--- src/rtl/univ_reg_n.sv ---
// Multi-mode WIDTH-bit register: parallel load, shift/rotate both ways,
// up/down count with a registered one-cycle wrap flag, synchronous clear.
module univ_reg_n #(
  parameter int               WIDTH   = 8,
  parameter logic [WIDTH-1:0] RST_VAL = '0
) (
  input  logic             clk,
  input  logic             reset,
  input  logic             clr,
  input  logic             en,
  input  logic [2:0]       mode,
  input  logic [WIDTH-1:0] d,
  input  logic             sin,
  output logic [WIDTH-1:0] q,
  output logic             sout,
  output logic             wrap
);

  typedef enum logic [2:0] {
    MODE_HOLD = 3'b000,
    MODE_LOAD = 3'b001,
    MODE_SHL  = 3'b010,
    MODE_SHR  = 3'b011,
    MODE_ROL  = 3'b100,
    MODE_ROR  = 3'b101,
    MODE_UP   = 3'b110,
    MODE_DOWN = 3'b111
  } mode_t;

  localparam logic [WIDTH-1:0] ONES = '1;
  localparam logic [WIDTH-1:0] ONE  = WIDTH'(1);

  logic [WIDTH-1:0] q_nxt;
  logic             sout_nxt;
  logic             wrap_nxt;

  // wrap defaults to 0 so it can only ever be a single-cycle pulse
  always_comb begin
    q_nxt    = q;
    sout_nxt = sout;
    wrap_nxt = 1'b0;
    if (clr) begin
      q_nxt    = RST_VAL;
      sout_nxt = 1'b0;
    end else if (en) begin
      case (mode_t'(mode))
        MODE_HOLD: q_nxt = q;
        MODE_LOAD: q_nxt = d;
        MODE_SHL: begin
          q_nxt    = {q[WIDTH-2:0], sin};
          sout_nxt = q[WIDTH-1];
        end
        MODE_SHR: begin
          q_nxt    = {sin, q[WIDTH-1:1]};
          sout_nxt = q[0];
        end
        MODE_ROL: begin
          q_nxt    = {q[WIDTH-2:0], q[WIDTH-1]};
          sout_nxt = q[WIDTH-1];
        end
        MODE_ROR: begin
          q_nxt    = {q[0], q[WIDTH-1:1]};
          sout_nxt = q[0];
        end
        MODE_UP: begin
          q_nxt    = q + ONE;
          wrap_nxt = (q == ONES);
        end
        MODE_DOWN: begin
          q_nxt    = q - ONE;
          wrap_nxt = (q == '0);
        end
        default: q_nxt = q;
      endcase
    end
  end

  always_ff @(posedge clk or negedge reset) begin
    if (!reset) begin
      q    <= RST_VAL;
      sout <= 1'b0;
      wrap <= 1'b0;
    end else begin
      q    <= q_nxt;
      sout <= sout_nxt;
      wrap <= wrap_nxt;
    end
  end

endmodule

--- config.mk ---
export PLATFORM = sky130hd
export DESIGN_NAME = univ_reg_n
export DESIGN_NICKNAME = d
export VERILOG_FILES = /design/src/rtl/univ_reg_n.sv
export SDC_FILE = /design/constraint.sdc
export NUM_CORES = 1
export LEC_CHECK = 0
export BUFFER_PORTS_ARGS = -buffer_cell sky130_fd_sc_hd__buf_4
export CORE_ASPECT_RATIO = 0.8
export CORE_UTILIZATION = 50
export DETAILED_ROUTE_END_ITERATION = 10
export PLACE_DENSITY_LB_ADDON = 0.1
export SLEW_MARGIN = 20
export SYNTH_ARGS = -nofsm -noshare
export SYNTH_HDL_FRONTEND = slang
export SYNTH_SLANG_ARGS = --single-unit
--- constraint.sdc ---
create_clock -name clk -period 4.73 [get_ports clk]
set_input_delay 0.2365 -clock clk [delete_from_list [all_inputs] [get_ports clk]]
set_output_delay 0.2365 -clock clk [all_outputs]
set_load 0.02 [all_outputs]
# Word-level counts from Yosys, hierarchy flattened
# Index checks and enable logic that the tools add are counted.
# word_totals
register_bits,10
input_bits,16
output_inout_bits,10
word_cells,31
# classes
n_addsub,2
n_eq_ne,9
muxes,9
n_reduce_logical,8
# op_table
operator,count
8-bit one-hot mux with 7 select lines,1
8-bit two-way mux,2
"3-bit equality test, second input constant",4
"8-bit by 1-bit adder with 8-bit output, second input constant",1
"8-bit equality test, second input constant",1
8-bit logical NOT,1
"8-bit by 1-bit subtractor with 8-bit output, second input constant",1
"3-bit by 2-bit equality test with 1-bit output, second input constant",2
1-bit two-way mux,4
1-bit one-hot mux with 2 select lines,2
2-bit AND reduction,2
2-bit OR reduction,2
"3-bit by 1-bit equality test with 1-bit output, second input constant",1
3-bit logical NOT,1
3-bit nonzero test,1
"2-bit inequality test, second input constant",1
2-bit nonzero test,1

# Logic depth before layout (Yosys ltp)
# Gate-level depths: netlist of the first run.
# logic_depth
depth_word,5
depth_mapped,9
depth_no_buf,8

# Least setup slack after synthesis of the first run
# OpenSTA, ideal clock, no wires.
# synth_timing
path_kind,reg-to-reg
startpoint,register q[1]
endpoint,register q[4]
setup_ns,0.121
arrival_ns,1.691
required_ns,4.609
slack_ns,2.918
stages_incl_launch_ff,8
path_buffers,1
period_less_slack_ns,1.812
path_cell_list,dfrtp_1 > buf_2 > xor2_1 > ha_1 > nor4_2 > nor2_1 > a21o_1 > a22o_1
# synth_via
elab_chain_len,4
elab_cells_between_ends,5
cone_classes,add/sub (2); mux (3)
# synth_lines
item,line_no,text
start: declaration,14,"output logic [WIDTH-1:0] q,"
start signal: assignment,84,q <= q_nxt;
8-bit by 1-bit subtractor with 8-bit output or 8-bit by 1-bit adder with 8-bit output (tied branches),"70, 66",
8-bit one-hot mux with 7 select lines *,46,case (mode_t'(mode))
8-bit two-way mux *,45,end else if (en) begin
8-bit two-way mux *,42,if (clr) begin
# Mark *: on every way between the ends. The rest lies on a longest branch, timed or not. The select of a mux whose other input is x is not followed.
# A chain may end at the register's enable or synchronous reset.

# Worst setup path after layout of the first run
# Same ends and word-level chain as after synthesis.

==> results.yml, run 1 <==
global_route:
  antenna_found_initial: 0
  use_met2: 0.4175
  grt.total_usage: 0.2836
  globalRoute.busiestLayer: "met2"
  gr-usage-met3: 0.07527
  grt_pass1_vias: 912
  grt_pass1_wl_um: 4512
  met1_usage: 0.4079
  grt_max_degree: 24
  grt-ovfl-total: 0
clock_tree:
  cts_buffers: 3
  cts_tree: "yes"
  clkTransAtPathRegs_ns: 0.08
  clk_path_buf_depth: 2
  cts_root_buf: "clkbuf_4"
  cts_setup_buffers: 0
  clock_latency_ns: 0.28
  cts_sinks: 10
  htree_levels: 1
yosys:
  syn_nets: 153
  yosysTopAreaCell: "dfrtp_1"
  synth_edf_count: 0
  synth.area.top_cells: "dfrtp_1, nor2_1, mux2i_1"
  yosysSeqAreaShare: 0.2387
  synth_top_area_frac: 0.2387
  synth_area_um2: 1049
  ys_types: 45
  syn_area_per_cell_um2: 7.710
  postSynth.asyncResetShare: 1.000
  ys_seq_elements: 10
  synth-main-ff-cell: "dfrtp_1"
  netlist_instances: 136
  yosys_warnings: 0
sta:
  setup_violations: 0
  skew_ns: 0.001472
  fin_crit_ns: 1.864
  hold_viol_final: 0
  drv_slew: 0
  period_share: 0.3941
  fin_tns_setup_ns: 0
  slew_headroom: 0.7405
  fmax_mhz: 536.4
  tightestPinTransition_ns: 0.3839
  rsz0062_at_grt: "no"
min_path:
  min_path_type: "in -> reg"
die:
  die_w_um: 53.20
  die_h_um: 42.96
  core_area_um2: 1927
  initial_utilization: 0.5442
  row_count: 14
  ios: 26
  design.die.area_um2: 2285
layout:
  layout_common_cells: "buf_4, nor2_1, dfrtp_1"
  final_common_cell: "buf_4"
  nNetsFinal: 171
  drive_above_1_share: 0.2353
  diodes: 0
  syn2layout_area_growth_pct: 17.78
  layout.cells.non_filler: 177
setup_path:
  rr_startpoint: "q[1]"
  regToRegSetupSlack_ns: 2.87
  end_kind: "flop"
  criticalPathCategory: "reg -> reg"
  required_ns: 4.90
  rr_endpoint: "q[4]"
  cp-start-kind: "flop"
  critPathMaxFanout: 12
  reg2reg_depth: 6
  critPathLaunch: "q[1]"
  arrival_ns: 2.04
  endpoint: "q[4]"
routing:
  drt-pass1-iter-count: 4
  ant_nets: 0
  num_vias: 1106
  drc_errors: 0
  wl_per_cell_um: 16.01
  drt_wl_total_um: 2833
  drtIter0Drc: 56
  via_per_inst: 6.249
power_and_ir_drop:
  switching_power_mw: 0.09989
  power_density_nw_per_um2: 226.3
  p_int_mw: 0.1795
  clock_power_share: 0.301
  power_frac_comb: 0.322
  switching_share: 0.3575
  p_leak_nw: 0.5657
  vdd_drop_max_v: 0.0002079
  p_seq_frac: 0.377
place:
  port_buffers: 25
  dp_hpwl_um: 1990
  dp_cells: 172
  gp_congestion: 0.8751
outcome:
  status: "completed"
job:
  max_cap_violations: 0
## state kept, by name (all words and copies together), names as in the netlist
name,flops
q,8
sout,1
wrap,1
## cell usage after synthesis (all sizes together), types with 2 or more instances
library cell	count
a211o	2
a211oi	4
a21o	6
a21oi	7
a221oi	3
a22o	3
a31oi	2
buf	10
clkbuf	3
dfrtp	10
inv	3
mux2i	5
nand2	8
nand2b	4
nand3	3
nand3b	2
nand4	2
nor2	17
nor2b	4
nor3	8
nor4	2
o21ai	9
o22ai	2
or3	2
## routing by layer
metal | routed length, um | part of all wire
met1 | 1242 | 0.44
met2 | 1342 | 0.47
met3 | 223 | 0.079
met4 | 24 | 0.0085
met5 | 0 | 0
## kinds of logic (layout without fill, tap and decap cells)
kind of cell	count (synthesis)	count (layout)	synth area share
and+or+nand+nor	58	58	0.2983
AOI/OAI and AO/OA	44	44	0.2995
buffers and inverters	16	33	0.08472
DFF	10	10	0.2387
muxes	6	6	0.05847
adders and majority gates	1	1	0.01193
xor gates and xnor gates	1	1	0.008355
## layout make-up
| cell class | instances | area [um^2] |
|---|---|---|
| Clock buffer | 4 | 36.28 |
| Fill cell | 192 | 691.9 |
| Inverter | 3 | 11.26 |
| Multi-Input combinational cell | 110 | 709.4 |
| Sequential cell | 10 | 250.2 |
| Tap cell | 24 | 30.03 |
| Timing Repair Buffer | 26 | 197.7 |
## power by group through the flow
stage / clock network [mW] / registers (mW) / logic (mW)
after floorplan: 0 / 0.103 / 0.0625
after global placement: 0 / 0.106 / 0.0866
after detailed placement: 0 / 0.107 / 0.0886
after CTS: 0.0846 / 0.105 / 0.0901
after global routing: 0.0891 / 0.107 / 0.0986
final: 0.0840 / 0.105 / 0.0901
## repair_timing
action	4_1_cts	5_1_grt
gates resized for setup	0	0
hold buffers	1	0
endpoints found under the setup margin	0	0
endpoints found under the hold margin	10	0
## worst min path at each step
stage | start | to | slack, ns | cells past startpoint
floorplan | reset | q[0] | -0.06 | 0
global placement | reset | wrap | 0.08 | 1
detailed placement | reset | wrap | 0.08 | 1
CTS | clr | sout | 0.14 | 2
global route | clr | sout | 0.14 | 2
finish | clr | sout | 0.14 | 2
## metrics by stage
stage / utilization / setup WS, ns / instance area, um^2 / hold WS (ns) / power [mW]
after floorplan: - / 2.918 / 1049 / -0.05909 / 0.1654
after global placement: 0.6169 / 2.776 / 1189 / 0.08016 / 0.1931
after detailed placement: 0.6169 / 2.704 / 1189 / 0.08245 / 0.1953
after CTS: 0.6409 / 2.887 / 1235 / 0.1409 / 0.2797
after global routing: 0.6409 / 2.788 / 1235 / 0.1396 / 0.2943
final: 0.6409 / 2.866 / 1235 / 0.1377 / 0.2794
## worst max-delay path, cell delays in order (launching register included)
cell,delay (ns)
dfrtp_1,0.52
xor2_1,0.23
ha_1,0.24
nor4_2,0.26
nor2_1,0.09
a21o_1,0.19
a22o_1,0.22
(Power assumes the default switching activity.)
==> run 2: changes to the inputs <==
--- a/config.mk
+++ b/config.mk
@@ -5,6 +5,7 @@
 export SDC_FILE = /design/constraint.sdc
 export NUM_CORES = 1
 export LEC_CHECK = 0
+export ABC_AREA = 1
 export BUFFER_PORTS_ARGS = -buffer_cell sky130_fd_sc_hd__buf_4
 export CORE_ASPECT_RATIO = 0.8
 export CORE_UTILIZATION = 50
==> constraint.sdc (replaced) <==
create_clock -name clk -period 1.9 [get_ports clk]
set_input_delay 0.095 -clock clk [delete_from_list [all_inputs] [get_ports clk]]
set_output_delay 0.095 -clock clk [all_outputs]
set_load 0.02 [all_outputs]
==> run 2 against run 1 <==
Compared with the run above: utilization increased by 3.8 points; largest power group is now combinational logic; clock skew about the same; maximum frequency increased by 9.8%; sequential share of layout area decreased by 1.5 points; design area increased by 7.9%; first-iteration DRC count increased by 1.8%; sequential cell count unchanged; sequential power increased by 140%; critical path depth increased by 10.
==> results.yml, run 2 <==
outcome:
  status: "completed"
routing:
  drt-pass1-iter-count: 4
  num_vias: 1363
  via_per_inst: 5.900
  ant_nets: 0
  wl_per_cell_um: 14.69
  drtIter0Drc: 57
  drc_errors: 0
  drt_wl_total_um: 3393
yosys:
  ys_types: 31
  netlist_instances: 179
  yosys_warnings: 0
  synth_area_um2: 1087
  syn_nets: 196
  yosysSeqAreaShare: 0.2301
  yosysMostFrequentCell: "nand2_1"
  postSynth.asyncResetShare: 1.000
  synthTopCellsByCount: "nand2_1, inv_1, nand3_1"
  synth-main-ff-cell: "dfrtp_1"
  synth.area.top_cells: "dfrtp_1, nand2_1, nand3_1"
  synth_top_area_frac: 0.2301
  yosysTopAreaCell: "dfrtp_1"
  synth_edf_count: 0
  syn_area_per_cell_um2: 6.074
  ys_seq_elements: 10
sta:
  drv_slew: 0
  rsz0062_at_grt: "no"
  fmax_mhz: 588.7
  slew_headroom: 0.5821
  fin_tns_setup_ns: 0
  skew_ns: 0.001116
  setup_violations: 0
  hold_viol_final: 0
  tightestPinTransition_ns: 0.6203
  period_share: 0.8940
  fin_crit_ns: 1.699
global_route:
  grt.total_usage: 0.3123
  grt_max_degree: 14
  antenna_found_initial: 0
  grt-ovfl-total: 0
  grt_pass1_wl_um: 5299
  grt_pass1_vias: 1167
die:
  core_area_um2: 1962
  initial_utilization: 0.5542
  ios: 26
  die_h_um: 43.71
  die_w_um: 54.14
  design.die.area_um2: 2366
  row_count: 14
setup_path:
  arrival_ns: 1.86
  cp-start-kind: "flop"
  criticalPathCategory: "reg -> reg"
  critPathMaxFanout: 7
  end_kind: "flop"
  required_ns: 2.06
  regToRegSetupSlack_ns: 0.20
layout:
  final_util: 0.6792
  layout_common_cells: "nand2_1, buf_4, inv_1"
  finalInstanceArea_um2: 1333
  nNetsFinal: 225
  top_register: "q"
  largest_reg_flops: 8
  diodes: 0
  drive_above_1_share: 0.2222
  final_common_cell: "nand2_1"
  syn2layout_area_growth_pct: 22.55
  largest_registers: "q: 8 flops, sout: 1 flops, wrap: 1 flops"
power_and_ir_drop:
  power_density_nw_per_um2: 523.3
  p_int_mw: 0.4365
  clock_power_share: 0.280
  p_seq_frac: 0.357
  p_total_mw: 0.6973
  p_leak_nw: 0.7289
  switching_share: 0.3740
  vdd_drop_max_v: 0.0005761
  switching_power_mw: 0.2608
  power_frac_comb: 0.362
clock_tree:
  clkTransAtPathRegs_ns: 0.07
  cts_sinks: 10
  cts_tree: "yes"
  cts_setup_buffers: 0
  cts_resized: 0
  htree_levels: 1
  clock_latency_ns: 0.27
  cts_buffers: 3
  clk_path_buf_depth: 2
  cts_root_buf: "clkbuf_4"
job:
  max_cap_violations: 0
place:
  port_buffers: 25
  place_area_um2: 1286
  dp_hpwl_um: 2530
  gp_congestion: 0.9302
min_path:
  min_path_type: "in -> reg"
## run 2: through the flow
step / instances / hold slack [ns] / setup slack [ns]
finish: 231 / 0.1032 / 0.2014
global route: 231 / 0.1263 / 0.009681
CTS: 231 / 0.1016 / 0.2159
detailed placement: 226 / -0.06853 / 0.2248
global placement: 226 / -0.07185 / 0.2679
floorplan: 179 / -0.2006 / 0.2904
## run 2: kinds of logic (layout without fill, tap and decap cells)
logic type,Yosys count,count (layout),share of synthesized area
adders and majority gates,1,1,0.01151
DFF,10,10,0.2301
and+or+nand+nor,105,105,0.4396
xor gates and xnor gates,1,1,0.008057
buffers and inverters,30,58,0.1174
AOI/OAI and AO/OA,32,32,0.1933
## run 2: power by group through the flow
stage / clock network, mW / logic [mW] / registers [mW]
after global routing: 0.216 / 0.277 / 0.251
after detailed placement: 0 / 0.245 / 0.253
after CTS: 0.199 / 0.249 / 0.249
after global placement: 0 / 0.241 / 0.252
after floorplan: 0 / 0.142 / 0.264
final: 0.195 / 0.253 / 0.249
## run 2: worst paths after layout
check | start | end | cells after the start
setup / recovery | q[1] | q[6] | 16
hold / removal | d[2] | q[2] | 3
setup reg to reg | q[1] | q[6] | 16
hold reg to reg | sout | sout | 2
max in group asynchronous | reset | q[3] | 2
min in group asynchronous | reset | q[1] | 2
## run 2: cell type report
class | instances | area [um^2]
Sequential cell | 10 | 250.2
Clock buffer | 4 | 36.28
Tap cell | 24 | 30.03
Fill cell | 198 | 629.4
Inverter | 27 | 101.3
Multi-Input combinational cell | 139 | 709.4
Timing Repair Buffer | 27 | 205.2
## run 2: what timing repair did
action                                 in CTS  in global routing
setup endpoints to repair                   0                  0
hold buffers                                1                  0
endpoints found under the hold margin      10                  0
## run 2: per-layer routing
| layer | vias to the layer above | global-route usage | wire length, um |
|---|---|---|---|
| li1 | 662 | - | - |
| met1 | 613 | 0.4375 | 1440 |
| met2 | 86 | 0.4683 | 1600 |
| met3 | 2 | 0.08421 | 335 |
| met4 | 0 | 0.08718 | 17 |
| met5 | - | 0 | 0 |
## run 2: critical path: stages (launching register included)
cell     delay, ns
dfrtp_1       0.47
inv_1         0.10
nand2_1       0.08
nand2_1       0.06
inv_1         0.05
ha_1          0.13
inv_1         0.05
nand2_2       0.08
nand2_1       0.06
nor2_1        0.10
nand2_1       0.08
nand2_1       0.07
nand2_1       0.05
nand3_1       0.06
nand2_1       0.05
nand2_1       0.06
nand2_1       0.04
==> run 3: changes to the inputs <==
--- a/config.mk
+++ b/config.mk
@@ -5,7 +5,6 @@
 export SDC_FILE = /design/constraint.sdc
 export NUM_CORES = 1
 export LEC_CHECK = 0
-export ABC_AREA = 1
 export BUFFER_PORTS_ARGS = -buffer_cell sky130_fd_sc_hd__buf_4
 export CORE_ASPECT_RATIO = 0.8
 export CORE_UTILIZATION = 50
==> run 3 against run 2 <==
Compared with the run above: sequential power about the same; clock skew is 0.00074 ns lower; non-clock buffer count grew 8; sequential cell count unchanged; critical endpoint is now q[5]; largest cell class unchanged; highest routed layer unchanged; power is 3.9% lower; combinational power rose by 6%.
==> results.yml, run 3 (synthesis results as in run 1) <==
setup_path:
  cpPeakStageDelay_ns: 0.51
  criticalPathCategory: "reg -> reg"
  cp_cell_sequence: "buf_4, nor4b_1, nand2_1, a21o_1, a21oi_1, a211o_1"
  cpMaxStageDelayCell: "dfrtp_1"
  required_ns: 2.11
  critPathMaxFanout: 11
  critical_path_buf_inv_count: 1
  arrival_ns: 1.97
  critPathTopFamily: "flip-flops"
  end_kind: "flop"
  cp-start-kind: "flop"
routing:
  drt_wl_total_um: 3165
  ant_nets: 0
  num_vias: 1195
  drc_errors: 0
  wl_per_cell_um: 17.11
  drtIter0Drc: 46
  via_per_inst: 6.459
  drt-pass1-iter-count: 5
global_route:
  grt_pass1_wl_um: 5050
  grt_pass1_vias: 1013
  grt-ovfl-total: 0
  grt.total_usage: 0.3079
  antenna_found_initial: 0
  grt_max_degree: 23
sta:
  hold_viol_final: 0
  fin_tns_setup_ns: 0
  period_share: 0.9254
  skew_ns: 0.0003811
  tightestPinTransition_ns: 0.4258
  fmax_mhz: 568.7
  final.setup.worst_slack_ns: 0.1417
  slew_headroom: 0.7121
  fin_crit_ns: 1.758
  rsz0062_at_grt: "no"
  drv_slew: 0
  setup_violations: 0
clock_tree:
  cts_setup_buffers: 0
  clk_path_buf_depth: 2
  cts_root_buf: "clkbuf_4"
  cts_sinks: 10
  cts_resized: 0
  cts_buffers: 3
  htree_levels: 1
  cts_tree: "yes"
  clkTransAtPathRegs_ns: 0.07
  clock_latency_ns: 0.27
place:
  pre_cts_ws_ns: 0.1596
  place_area_um2: 1256
  port_buffers: 25
  dp_cells: 181
  dp_hpwl_um: 2215
  gp_congestion: 0.9137
layout:
  nNetsFinal: 180
  syn2layout_area_growth_pct: 22.91
  diodes: 0
  largest_registers: "q: 8 flops, sout: 1 flops, wrap: 1 flops"
  top_register: "q"
  layout_common_cells: "buf_4, nor2_1, dfrtp_1"
  largest_reg_flops: 8
  drive_above_1_share: 0.2733
  layout.cells.non_filler: 185
  final_common_cell: "buf_4"
  finalInstanceArea_um2: 1289
  fillCellCount: 164
die:
  initial_utilization: 0.5442
  die_w_um: 53.20
  row_count: 14
  die_h_um: 42.96
  ios: 26
  design.die.area_um2: 2285
  core_area_um2: 1927
job:
  max_cap_violations: 0
outcome:
  status: "completed"
min_path:
  min_path_type: "in -> reg"
power_and_ir_drop:
  vdd_drop_max_v: 0.0004451
  p_leak_nw: 0.6048
  power_density_nw_per_um2: 519.7
-- run 3: changes by cell type in the layout (fill, tap and decap cells not counted), moves of 5 or more --
cell / delta
nand2_1: -48
inv_1: -19
nand3_1: -15
buf_4: +8
a21o_1: +6
nor3_1: +6
inv_2: -5
mux2i_1: +5
-- run 3: stage by stage --
| stage | hold WS [ns] | power [mW] | utilization |
|---|---|---|---|
| after floorplan | -0.2006 | 0.4117 | - |
| after global placement | -0.05992 | 0.5004 | 0.6519 |
| after detailed placement | -0.06273 | 0.5079 | 0.6519 |
| after CTS | 0.01086 | 0.6665 | 0.6688 |
| after global routing | 0.02189 | 0.7030 | 0.6688 |
| final | 0.01829 | 0.6698 | 0.6688 |
-- run 3: layout make-up --
cell class	count	area, um^2	share of cell area
timing repair buffer	35	265.3	0.2058
sequential	10	250.2	0.1942
tap	24	30.03	0.02330
clock buffer	3	22.52	0.01748
multi-input combinational	110	709.4	0.5505
inverter	3	11.26	0.008738
-- run 3: path summary, 6_finish.rpt --
kind	from	cells past startpoint	slack (ns)	endpoint
setup / recovery	q[0]	6	0.14	q[5]
hold / removal	clr	2	0.02	sout
setup reg to reg	q[0]	6	0.14	q[5]
hold reg to reg	sout	2	0.56	sout
max in group asynchronous	reset	2	1.57	q[1]
min in group asynchronous	reset	2	0.19	wrap
-- run 3: repair_timing --
action / 4_1_cts / 5_1_grt
setup endpoints to repair: 0 / 0
endpoints found under the hold margin: 10 / 0
hold buffers: 1 / 0
-- run 3: per-layer routing --
layer / track usage / part of all wire / up-vias
li1: - / - / 553
met5: 0 / 0 / -
met4: 0.03158 / 0.0082 / 0
met2: 0.4825 / 0.46 / 69
met3: 0.08961 / 0.079 / 6
met1: 0.4270 / 0.46 / 567
-- run 3: power breakdown --
part / internal [mW] / switching, mW
clock: 0.0734 / 0.0838
sequential: 0.226 / 0.0197
combinational: 0.121 / 0.146
